<file path="src/rtl/wb_arbiter2.sv">
// ---------------------------------------------------------------------------
// wb_arbiter2
//
// Two-master, one-slave Wishbone arbiter. One master at a time owns the
// shared slave bus. Contention is resolved round-robin against the last
// granted master. A grant holds while the owner keeps cyc high. There is
// always one idle cycle between two grants.
//
// Optional feature: define WB_ARB_TIMEOUT_EN to add a stall watchdog. A
// granted strobe that waits TIMEOUT cycles without s_ack_i is aborted: the
// owner sees a one-cycle err pulse, and the arbiter drops back to IDLE.
// Without the macro, err outputs are tied low and grants never expire.
//
// Parameters
//   TIMEOUT     stalled cycles before abort (2..255, watchdog build only)
//
// Ports
//   clk_i       system clock, rising edge
//   rst_n_i     asynchronous active-low reset
//   mN_adr_i    master N address          mN_dat_i  master N write data
//   mN_sel_i    master N byte selects     mN_we_i   master N write enable
//   mN_cyc_i    master N bus cycle        mN_stb_i  master N strobe
//   mN_dat_o    read data to master N     mN_ack_o  ack to master N
//   mN_err_o    watchdog abort to master N
//   s_adr_o, s_dat_o, s_sel_o, s_we_o, s_cyc_o, s_stb_o   shared slave bus
//   s_dat_i     slave read data           s_ack_i   slave acknowledge
// ---------------------------------------------------------------------------
module wb_arbiter2 #(
    parameter int unsigned TIMEOUT = 16
) (
    input  logic        clk_i,
    input  logic        rst_n_i,

    input  logic [31:0] m0_adr_i,
    input  logic [31:0] m0_dat_i,
    output logic [31:0] m0_dat_o,
    input  logic [3:0]  m0_sel_i,
    input  logic        m0_we_i,
    input  logic        m0_cyc_i,
    input  logic        m0_stb_i,
    output logic        m0_ack_o,
    output logic        m0_err_o,

    input  logic [31:0] m1_adr_i,
    input  logic [31:0] m1_dat_i,
    output logic [31:0] m1_dat_o,
    input  logic [3:0]  m1_sel_i,
    input  logic        m1_we_i,
    input  logic        m1_cyc_i,
    input  logic        m1_stb_i,
    output logic        m1_ack_o,
    output logic        m1_err_o,

    output logic [31:0] s_adr_o,
    output logic [31:0] s_dat_o,
    output logic [3:0]  s_sel_o,
    output logic        s_we_o,
    output logic        s_cyc_o,
    output logic        s_stb_o,
    input  logic [31:0] s_dat_i,
    input  logic        s_ack_i
);

    typedef enum logic [1:0] {
        IDLE = 2'd0,
        GNT0 = 2'd1,
        GNT1 = 2'd2
    } state_t;

    state_t state_q, state_d;
    logic   last_r, last_d;
    logic   timeout_hit;

`ifdef WB_ARB_TIMEOUT_EN
    // Watchdog: counts stalled strobe cycles of the current owner.
    // The abort fires in the cycle where the count would reach TIMEOUT.
    // That cycle is the TIMEOUT-th stalled cycle.
    localparam logic [7:0] LIMIT = 8'(TIMEOUT - 1);

    logic [7:0] cnt_q;
    logic       cur_cyc;
    logic       cur_stb;

    assign cur_cyc = (state_q == GNT0) ? m0_cyc_i :
                     (state_q == GNT1) ? m1_cyc_i : 1'b0;
    assign cur_stb = (state_q == GNT0) ? m0_stb_i :
                     (state_q == GNT1) ? m1_stb_i : 1'b0;

    assign timeout_hit = cur_cyc && cur_stb && !s_ack_i && (cnt_q == LIMIT);

    // Cleared in IDLE, which precedes every grant. Also cleared on ack,
    // on release and on abort, so each new strobe starts from zero.
    always_ff @(posedge clk_i or negedge rst_n_i) begin
        if (!rst_n_i) begin
            cnt_q <= 8'd0;
        end else if (state_q == IDLE || !cur_cyc || s_ack_i || timeout_hit) begin
            cnt_q <= 8'd0;
        end else if (cur_stb) begin
            cnt_q <= cnt_q + 8'd1;
        end
    end
`else
    assign timeout_hit = 1'b0;
`endif

    // State and round-robin pointer registers.
    always_ff @(posedge clk_i or negedge rst_n_i) begin
        if (!rst_n_i) begin
            state_q <= IDLE;
            last_r  <= 1'b1;
        end else begin
            state_q <= state_d;
            last_r  <= last_d;
        end
    end

    // Grant decisions happen only from IDLE. A released or aborted grant
    // always passes through IDLE, so there is never a direct handover.
    always_comb begin
        state_d = state_q;
        last_d  = last_r;
        case (state_q)
            IDLE: begin
                if (m0_cyc_i && m1_cyc_i) begin
                    if (last_r) begin
                        state_d = GNT0;
                        last_d  = 1'b0;
                    end else begin
                        state_d = GNT1;
                        last_d  = 1'b1;
                    end
                end else if (m0_cyc_i) begin
                    state_d = GNT0;
                    last_d  = 1'b0;
                end else if (m1_cyc_i) begin
                    state_d = GNT1;
                    last_d  = 1'b1;
                end
            end
            GNT0: begin
                if (!m0_cyc_i || timeout_hit) state_d = IDLE;
            end
            GNT1: begin
                if (!m1_cyc_i || timeout_hit) state_d = IDLE;
            end
            default: state_d = IDLE;
        endcase
    end

    // Combinational bus steering. In IDLE everything is zero, so slave
    // responses arriving after a release or reset never reach a master.
    always_comb begin
        s_adr_o  = 32'd0;
        s_dat_o  = 32'd0;
        s_sel_o  = 4'd0;
        s_we_o   = 1'b0;
        s_cyc_o  = 1'b0;
        s_stb_o  = 1'b0;
        m0_dat_o = 32'd0;
        m1_dat_o = 32'd0;
        m0_ack_o = 1'b0;
        m1_ack_o = 1'b0;
        m0_err_o = 1'b0;
        m1_err_o = 1'b0;
        case (state_q)
            GNT0: begin
                s_adr_o  = m0_adr_i;
                s_dat_o  = m0_dat_i;
                s_sel_o  = m0_sel_i;
                s_we_o   = m0_we_i;
                s_cyc_o  = m0_cyc_i && !timeout_hit;
                s_stb_o  = m0_stb_i && !timeout_hit;
                m0_dat_o = s_dat_i;
                m0_ack_o = s_ack_i;
                m0_err_o = timeout_hit;
            end
            GNT1: begin
                s_adr_o  = m1_adr_i;
                s_dat_o  = m1_dat_i;
                s_sel_o  = m1_sel_i;
                s_we_o   = m1_we_i;
                s_cyc_o  = m1_cyc_i && !timeout_hit;
                s_stb_o  = m1_stb_i && !timeout_hit;
                m1_dat_o = s_dat_i;
                m1_ack_o = s_ack_i;
                m1_err_o = timeout_hit;
            end
            default: ;
        endcase
    end

endmodule
</file>
<file path="config.mk">
export PLATFORM = sky130hd
export DESIGN_NAME = wb_arbiter2
export DESIGN_NICKNAME = d
export VERILOG_FILES = /design/src/rtl/wb_arbiter2.sv
export SDC_FILE = /design/constraint.sdc
export NUM_CORES = 1
export LEC_CHECK = 0
export ABC_CLOCK_PERIOD_IN_PS = 1600
export CAP_MARGIN = 25
export CELL_PAD_IN_SITES_DETAIL_PLACEMENT = 1
export CELL_PAD_IN_SITES_GLOBAL_PLACEMENT = 2
export CORE_ASPECT_RATIO = 0.7
export CORE_UTILIZATION = 10
export DETAILED_ROUTE_END_ITERATION = 8
export PLACE_DENSITY_LB_ADDON = 0.1
export SYNTH_ARGS = -nofsm -noshare
export SYNTH_HDL_FRONTEND = slang
export SYNTH_SLANG_ARGS = --single-unit
</file>
<file path="constraint.sdc">
create_clock -name clk_i -period 1.6 [get_ports clk_i]
set_input_delay 0.32 -clock clk_i [delete_from_list [all_inputs] [get_ports clk_i]]
set_output_delay 0.32 -clock clk_i [all_outputs]
set_load 0.02 [all_outputs]
</file>
# Word-level counts from Yosys, hierarchy flattened
# Index checks and enable logic that the tools add are counted.
[word_totals]
reg_bits = 3
inputBits = 177
output_inout_bits = 139
word_cells = 33
[classes]
n_eq_ne = 5
muxes = 21
reduce_logical = 5
[op_table]
columns = ["cell", "n"]
rows = [
  ["$pmux W32 S2", 2],
  ["$mux W32", 2],
  ["$mux W2", 6],
  ["$pmux W4 S2", 1],
  ["$mux W1", 6],
  ["$pmux W1 S2", 3],
  ["$pmux W2 S3", 1],
  ["$ne A2 B2 Y1 const B", 2],
  ["$ne A4 B4 Y1 const B", 1],
  ["$reduce_and A3 Y1", 1],
  ["$reduce_bool A3 Y1", 1],
  ["$eq A2 B1 Y1 const B", 1],
  ["$eq A2 B2 Y1 const B", 1],
  ["$logic_not A2 Y1", 1],
  ["$reduce_and A2 Y1", 1],
  ["$logic_and A1 B1 Y1", 1],
]

# Longest topological paths before layout
# Gate-level depths: netlist of the first run.
[depth]
depth_word = 4
mapped_depth = 8
mapped_depth_nobuf = 5

# Least setup slack after synthesis of the first run
# OpenSTA, ideal clock, no wires.
[synth_path]
kind = "flip-flop to output port"
start = "register state_q[0]"
end = "output port s_adr_o[0]"
arrival_time_ps = 1414
required_ps = 1280
setup_slack_ps = -134
stages_incl_launch_ff = 8
path_buffers = 3
path_cell_list = "dfrtp_1 > inv_1 > ha_1 > buf_2 > buf_6 > buf_4 > a22oi_1 > nor2b_1"
[synth_between]
elab_chain_cells = 2
elab_cells_between_ends = 3
classes_between = "eq/ne (2); mux (1)"
[synth_lines]
columns = ["item", "line", "source"]
rows = [
  ["start, declared", "70", "state_t state_q, state_d;"],
  ["start signal, assigned", "112", "state_q <= state_d;"],
  ["$eq A2 B2 Y1 or $eq A2 B1 Y1 (tied branches)", "165", "case (state_q)"],
  ["$pmux W32 S2 (*)", "165", ""],
  ["end, declared", "54", "output logic [31:0] s_adr_o,"],
]
# Mark *: on every way between the ends. The rest lies on a longest branch, timed or not.

# Final worst setup path of the first run
[layout_path]
start = "register state_q[0]"
end = "output port s_adr_o[16]"
# Same word-level chain as after synthesis.

==> impl_metrics.yaml, run 1 <==
outcome:
  status: "finished, violations left"
  failed_checks: "negative setup slack"
setup_path:
  worstPathArrival_ns: 1.70
  critical_path_peak_fanout: 16
  timing.critical_path.cells: "buf_4 > ha_4 > buf_12 > a22oi_1 > nor2b_2 > clkdlybuf4s15_2"
  timing.critical_path.slowest_cell_delay_ns: 0.39
  crit_slowest_cell: "sky130_fd_sc_hd__dfrtp_1"
  timing.critical_path.from_type: "flip-flop"
  timing.setup.critical_path_class: "reg2out"
  worst-endpoint-required_ns: 1.28
  cp-end-kind: "primary output"
floorplanning:
  die_height_um: 115
  io-pin-count: 316
  core_um2: 17500
  die_w_um: 163
  die_area_um2: 18800
  initial_utilization: 0.104
  std_cell_rows: 40
clock_network:
  worst_setup_hold_path_clk_slew_ns: 0.03
  cts_root_buffer: "sky130_fd_sc_hd__clkbuf_16"
  cts_num_sinks: 3
  cts_made_buffers: 3
  tritoncts: "built"
  cts_hold_repair.buffers: 0
  clk_latency_ns: 0.23
  ctsLongestPathBuffers: 2
  clock_tree.htree_level_count: 1
placed_design:
  pre_cts_slack_ns: -0.589
  post-place-cells: 799
  dpl.hpwl_um: 11500
  place_congestion: 0.806
  placement.io_buffers: 313
sta:
  setup_viol: 139
  hold_viol: 0
  min_period_ns: 2.02
  fmax_mhz: 496
  finalHoldWorstSlack_ns: 0.295
  post-route-worst-setup-slack_ns: -0.418
  rsz0062_at_grt: "true"
  slew_violations: 0
  skew_ns: 0.00380
  min_period_over_period: 1.26
min_path:
  hp-class: "in2async"
logic_synthesis:
  netlist_area_um2: 1820
  ys_warn_count: 0
  synth_cell_types: 24
  postSynthRegisterBits: 3
  share_of_synthesized_area_occupied_by_flip_flops_and_latches: 0.0419
  syn-instance-count: 262
  synthesized_area_per_cell_um2: 6.95
layout:
  finalNetCount: 778
  layout_common_cells: "sky130_fd_sc_hd__clkdlybuf4s50_1 (176), sky130_fd_sc_hd__nor2b_2 (71), sky130_fd_sc_hd__buf_4 (67), sky130_fd_sc_hd__buf_6 (66), sky130_fd_sc_hd__a22oi_2 (64)"
  layout.cells.most_common: "sky130_fd_sc_hd__clkdlybuf4s50_1"
  layout.cells.non_filler: 828
  antenna_cells_inserted: 0
  areaGrowthSynthToFinish_pct: 240
  drive_above_1_share: 0.606
  post-route-util: 0.355
global_routing:
  antenna_found_initial: 0
  grt_overflow: 0
  grt_pass1_wl_um: 20900
  pin_count_of_the_biggest_net_entering_global_routing: 30
  grt_pass1_vias: 3318
  grt.total_usage: 0.146
pwr:
  post-layout-total-power_mw: 9.15
  ir_drop_uv: 650
  power_per_cell_area_nw_per_um2: 1480
  cellLeakagePower_nw: 2.49
drt:
  drt-initial-drc-count: 69
  detailroute.wirelength.met3_um: 964
  detail-route-antenna-nets: 0
  drt-pass1-iter-count: 4
  top_layer: "met4"
  m1WireLength_um: 5830
  dr_total_vias: 3263
  route.final.wire_length_um: 14900
  met2_length_um: 7950
  routed_via_density: 3.94
  detail_routed_net_length_per_standard_cell_um: 18.0
  post_route_drc: 0
flow_run:
  cap_violations: 0
## Yosys cell counts
library cell	n	area (um^2)
sky130_fd_sc_hd__a22o_1	1	8.76
sky130_fd_sc_hd__clkbuf_1	7	26.3
sky130_fd_sc_hd__dfstp_2	1	26.3
sky130_fd_sc_hd__nor2b_1	71	444
sky130_fd_sc_hd__inv_1	4	15.0
sky130_fd_sc_hd__ha_1	3	37.5
sky130_fd_sc_hd__a21oi_1	1	5.00
sky130_fd_sc_hd__buf_6	6	67.6
sky130_fd_sc_hd__mux2_4	1	15.0
sky130_fd_sc_hd__conb_1	1	3.75
sky130_fd_sc_hd__a21boi_0	1	7.51
sky130_fd_sc_hd__and2_1	66	413
sky130_fd_sc_hd__a22oi_1	70	526
sky130_fd_sc_hd__o31ai_2	1	12.5
sky130_fd_sc_hd__nand2_1	1	3.75
sky130_fd_sc_hd__a22oi_4	1	21.3
sky130_fd_sc_hd__clkinv_2	1	5.00
sky130_fd_sc_hd__o21ai_1	1	5.00
sky130_fd_sc_hd__buf_4	6	45.0
sky130_fd_sc_hd__dfrtp_1	2	50.1
sky130_fd_sc_hd__buf_2	8	40.0
sky130_fd_sc_hd__clkbuf_2	6	30.0
sky130_fd_sc_hd__a21oi_2	1	8.76
sky130_fd_sc_hd__nand3_1	1	5.00
## cell families after synthesis
logic type      Yosys count  synth area share
simple gates            139             0.475
buf+inv                  38             0.126
compound gates           77             0.326
fa+ha+maj                 3            0.0206
flops                     3            0.0419
other cells               1           0.00206
mux                       1           0.00824
## what timing repair did
| item | CTS | global route |
|---|---|---|
| gates cloned | 4 | 3 |
| gates resized for setup | 635 | 168 |
| setup buffers | 8 | 13 |
| endpoints found under the setup margin | 139 | 139 |
| pin swaps | 5 | 3 |
## final cells by class
type | count | area [um^2]
Sequential cell | 3 | 76.3
Clock buffer | 4 | 78.8
Tap cell | 231 | 289
Inverter | 5 | 20.0
Fill cell | 2005 | 11300
Multi-Input combinational cell | 222 | 2120
Timing Repair Buffer | 363 | 3620
## final timing paths
check | start | endpoint | slack (ns) | depth (start not counted)
worst max-delay path | state_q[0] | s_adr_o[16] | -0.42 | 6
worst min-delay path | rst_n_i | state_q[0] | 0.29 | 1
worst max register to register | state_q[0] | state_q[0] | -0.13 | 7
worst min register to register | last_r | last_r | 0.49 | 2
max in group asynchronous | rst_n_i | last_r | 1.07 | 1
min in group clk_i | last_r | last_r | 0.49 | 2
## layer usage
metal	track usage	up-vias
met1	0.172	1539
met5	0	-
li1	-	1581
met2	0.277	134
met3	0.0285	9
met4	0.0224	0
## critical path, delay by kind of cell (launching register included)
| kind | cells | cell delay, ns |
|---|---|---|
| buf+inv | 3 | 0.57 |
| flops | 1 | 0.39 |
| compound gates | 1 | 0.21 |
| fa+ha+maj | 1 | 0.21 |
| simple gates | 1 | 0.06 |
## power breakdown
group / internal (mW) / switching, mW
Sequential: 0.120 / 0.0278
Combinational: 4.57 / 4.03
Clock: 0.330 / 0.0783
## sequential cells by signal (all words and copies together) (netlist names)
signal and count:
state_q 2, last_r 1
## stage by stage
stage,setup TNS (ns),cell area [um^2]
3_5_place_dp,-66.99,5560
5_1_grt,-51.51,6200
3_3_place_gp,-65.85,5560
2_1_floorplan,0,2040
4_1_cts,-48.40,5990
6_report,-41.65,6200
Power figures use the tool's default switching activity.
==> run 2, diff against run 1 <==
Settings changed: CELL_PAD_IN_SITES_GLOBAL_PLACEMENT 2 to 1, CORE_UTILIZATION 10 to 11.
==> run 2 against run 1 <==
  * The flow still finishes with violations (negative setup slack)
  * Clock power is 2% lower
  * Wire length fell by 2.1%
  * Power down 9.3%
  * Cell area down 8.2%
  * Critical path depth is the same
  * Hold slack about the same
  * Register-to-register slack about the same
  * First-iteration DRC count is 4.3% higher
  * Sequential share of layout area increased by 0.11 points
  * Core utilization up 0.47 points
  * Maximum frequency grew 0.70%
  * Critical path type unchanged
==> impl_metrics.yaml, run 2 (synthesized netlist as in run 1, its figures left out) <==
outcome:
  status: "finished, violations left"
  failed_checks: "negative setup slack"
layout:
  layout_top_registers: "state_q x2, last_r x1"
  antenna_cells_inserted: 0
  areaGrowthSynthToFinish_pct: 213
  registers.top_by_ff_count: "state_q"
  finalNetCount: 759
  fillCellCount: 1867
  layout_common_cells: "sky130_fd_sc_hd__clkdlybuf4s50_1 (176), sky130_fd_sc_hd__nor2b_2 (71), sky130_fd_sc_hd__and2_1 (59), sky130_fd_sc_hd__buf_4 (54), sky130_fd_sc_hd__a22oi_2 (50)"
  stdcell_area_um2: 5700
  largest_register_ff_count: 2
  drive_above_1_share: 0.536
  layout.cells.most_common: "sky130_fd_sc_hd__clkdlybuf4s50_1"
drt:
  dr_total_vias: 3230
  drt-initial-drc-count: 72
  detail-route-antenna-nets: 0
  drt-pass1-iter-count: 5
  route.final.wire_length_um: 14600
  routed_via_density: 4.05
  post_route_drc: 0
  detail_routed_net_length_per_standard_cell_um: 18.2
setup_path:
  crit_slowest_cell: "sky130_fd_sc_hd__dfrtp_1"
  worst_r2r_path_depth: 7
  critical_path_peak_fanout: 19
  cp-end-kind: "primary output"
  timing.critical_path.from_type: "flip-flop"
  worstPathArrival_ns: 1.68
  timing.critical_path.slowest_cell_delay_ns: 0.39
  timing.setup.critical_path_class: "reg2out"
  worst-endpoint-required_ns: 1.28
  timing.critical_path.cells: "buf_4 > ha_4 > buf_8 > a22oi_1 > nor2b_2 > clkdlybuf4s15_2"
sta:
  rsz0062_at_grt: "true"
  finalHoldWorstSlack_ns: 0.295
  post-route-worst-setup-slack_ns: -0.404
  hold_viol: 0
  setup_viol: 139
  skew_ns: 0.00121
  min_period_over_period: 1.25
  slew_violations: 0
  fmax_mhz: 499
  min_period_ns: 2.00
clock_network:
  cts_num_sinks: 3
  ctsLongestPathBuffers: 2
  clock_tree.htree_level_count: 1
  cts_made_buffers: 3
  clk_latency_ns: 0.23
  cts_root_buffer: "sky130_fd_sc_hd__clkbuf_16"
  worst_setup_hold_path_clk_slew_ns: 0.03
  tritoncts: "built"
global_routing:
  grt.total_usage: 0.148
  pin_count_of_the_biggest_net_entering_global_routing: 50
  grt_pass1_vias: 3217
  antenna_found_initial: 0
  grt_pass1_wl_um: 19300
  grt_overflow: 0
min_path:
  hp-class: "in2async"
floorplanning:
  initial_utilization: 0.115
  die_area_um2: 17100
  core_um2: 15800
  die_w_um: 156
  die_height_um: 110
  io-pin-count: 316
  std_cell_rows: 38
flow_run:
  cap_violations: 0
pwr:
  power_per_cell_area_nw_per_um2: 1460
  post-layout-total-power_mw: 8.30
  cellLeakagePower_nw: 2.29
  ir_drop_uv: 561
placed_design:
  dpl.hpwl_um: 11200
  placed_cell_area_um2: 5480
  pre_cts_slack_ns: -0.593
  placement.io_buffers: 313
  place_congestion: 0.817
## run 2: changes by cell type in the layout (fill, tap and decap cells not counted), moves of 2 or more
cell,before,now
sky130_fd_sc_hd__clkbuf_2,12,39
sky130_fd_sc_hd__buf_8,1,3
sky130_fd_sc_hd__buf_4,67,54
sky130_fd_sc_hd__clkdlybuf4s15_2,4,8
sky130_fd_sc_hd__buf_6,66,31
sky130_fd_sc_hd__clkbuf_16,5,7
sky130_fd_sc_hd__a22oi_2,64,50
sky130_fd_sc_hd__a22oi_1,6,20
sky130_fd_sc_hd__buf_12,16,10
sky130_fd_sc_hd__and2_4,26,7
sky130_fd_sc_hd__and2_1,40,59
## run 2: timing repair
action | CTS | global route
hold endpoints to repair | 0 | 0
gates cloned | 0 | 5
hold buffers | 0 | 0
pin swaps | 0 | 3
setup endpoints to repair | 139 | 139
setup buffers | 0 | 8
gates resized for setup | 406 | 258
## run 2: layout make-up
class	instances	area, um^2	area share
Timing Repair Buffer	344	3240	0.569
Clock buffer	4	78.8	0.0138
Tap cell	220	275	0.0483
Multi-Input combinational cell	222	2000	0.352
Sequential cell	3	76.3	0.0134
Inverter	5	20.0	0.00351
## run 2: worst paths after layout
check / start / to / slack [ns]
max in group asynchronous: rst_n_i / last_r / 1.07
worst min register to register: last_r / last_r / 0.52
worst max-delay path: state_q[0] / s_dat_o[2] / -0.40
worst max register to register: state_q[0] / state_q[0] / -0.12
min in group clk_i: last_r / last_r / 0.52
worst min-delay path: rst_n_i / state_q[1] / 0.29
## run 2: routing by layer
metal / share of wire / global-route usage / vias up
met5: 0 / 0 / -
met4: 0.0027 / 0.0147 / 0
met3: 0.077 / 0.0410 / 5
met2: 0.53 / 0.289 / 144
met1: 0.39 / 0.164 / 1538
li1: - / - / 1543
## run 2: stage by stage
stage,cells,TNS (ns),utilization
after floorplan,263,0,-
after global placement,781,-63.79,0.346
after detailed placement,781,-65.24,0.346
after CTS,785,-49.22,0.346
after global routing,798,-49.85,0.360
final,798,-38.92,0.360
## run 2: worst max-delay path: cells and delay by family, from the launching register on
kind / cells / cell delay, ns
simple gates: 1 / 0.06
flops: 1 / 0.39
buf+inv: 3 / 0.58
compound gates: 1 / 0.21
fa+ha+maj: 1 / 0.21
## run 2: report_power, final
group,switching [mW],internal (mW)
clock network,0.0701,0.329
registers,0.0250,0.120
logic,3.87,3.89
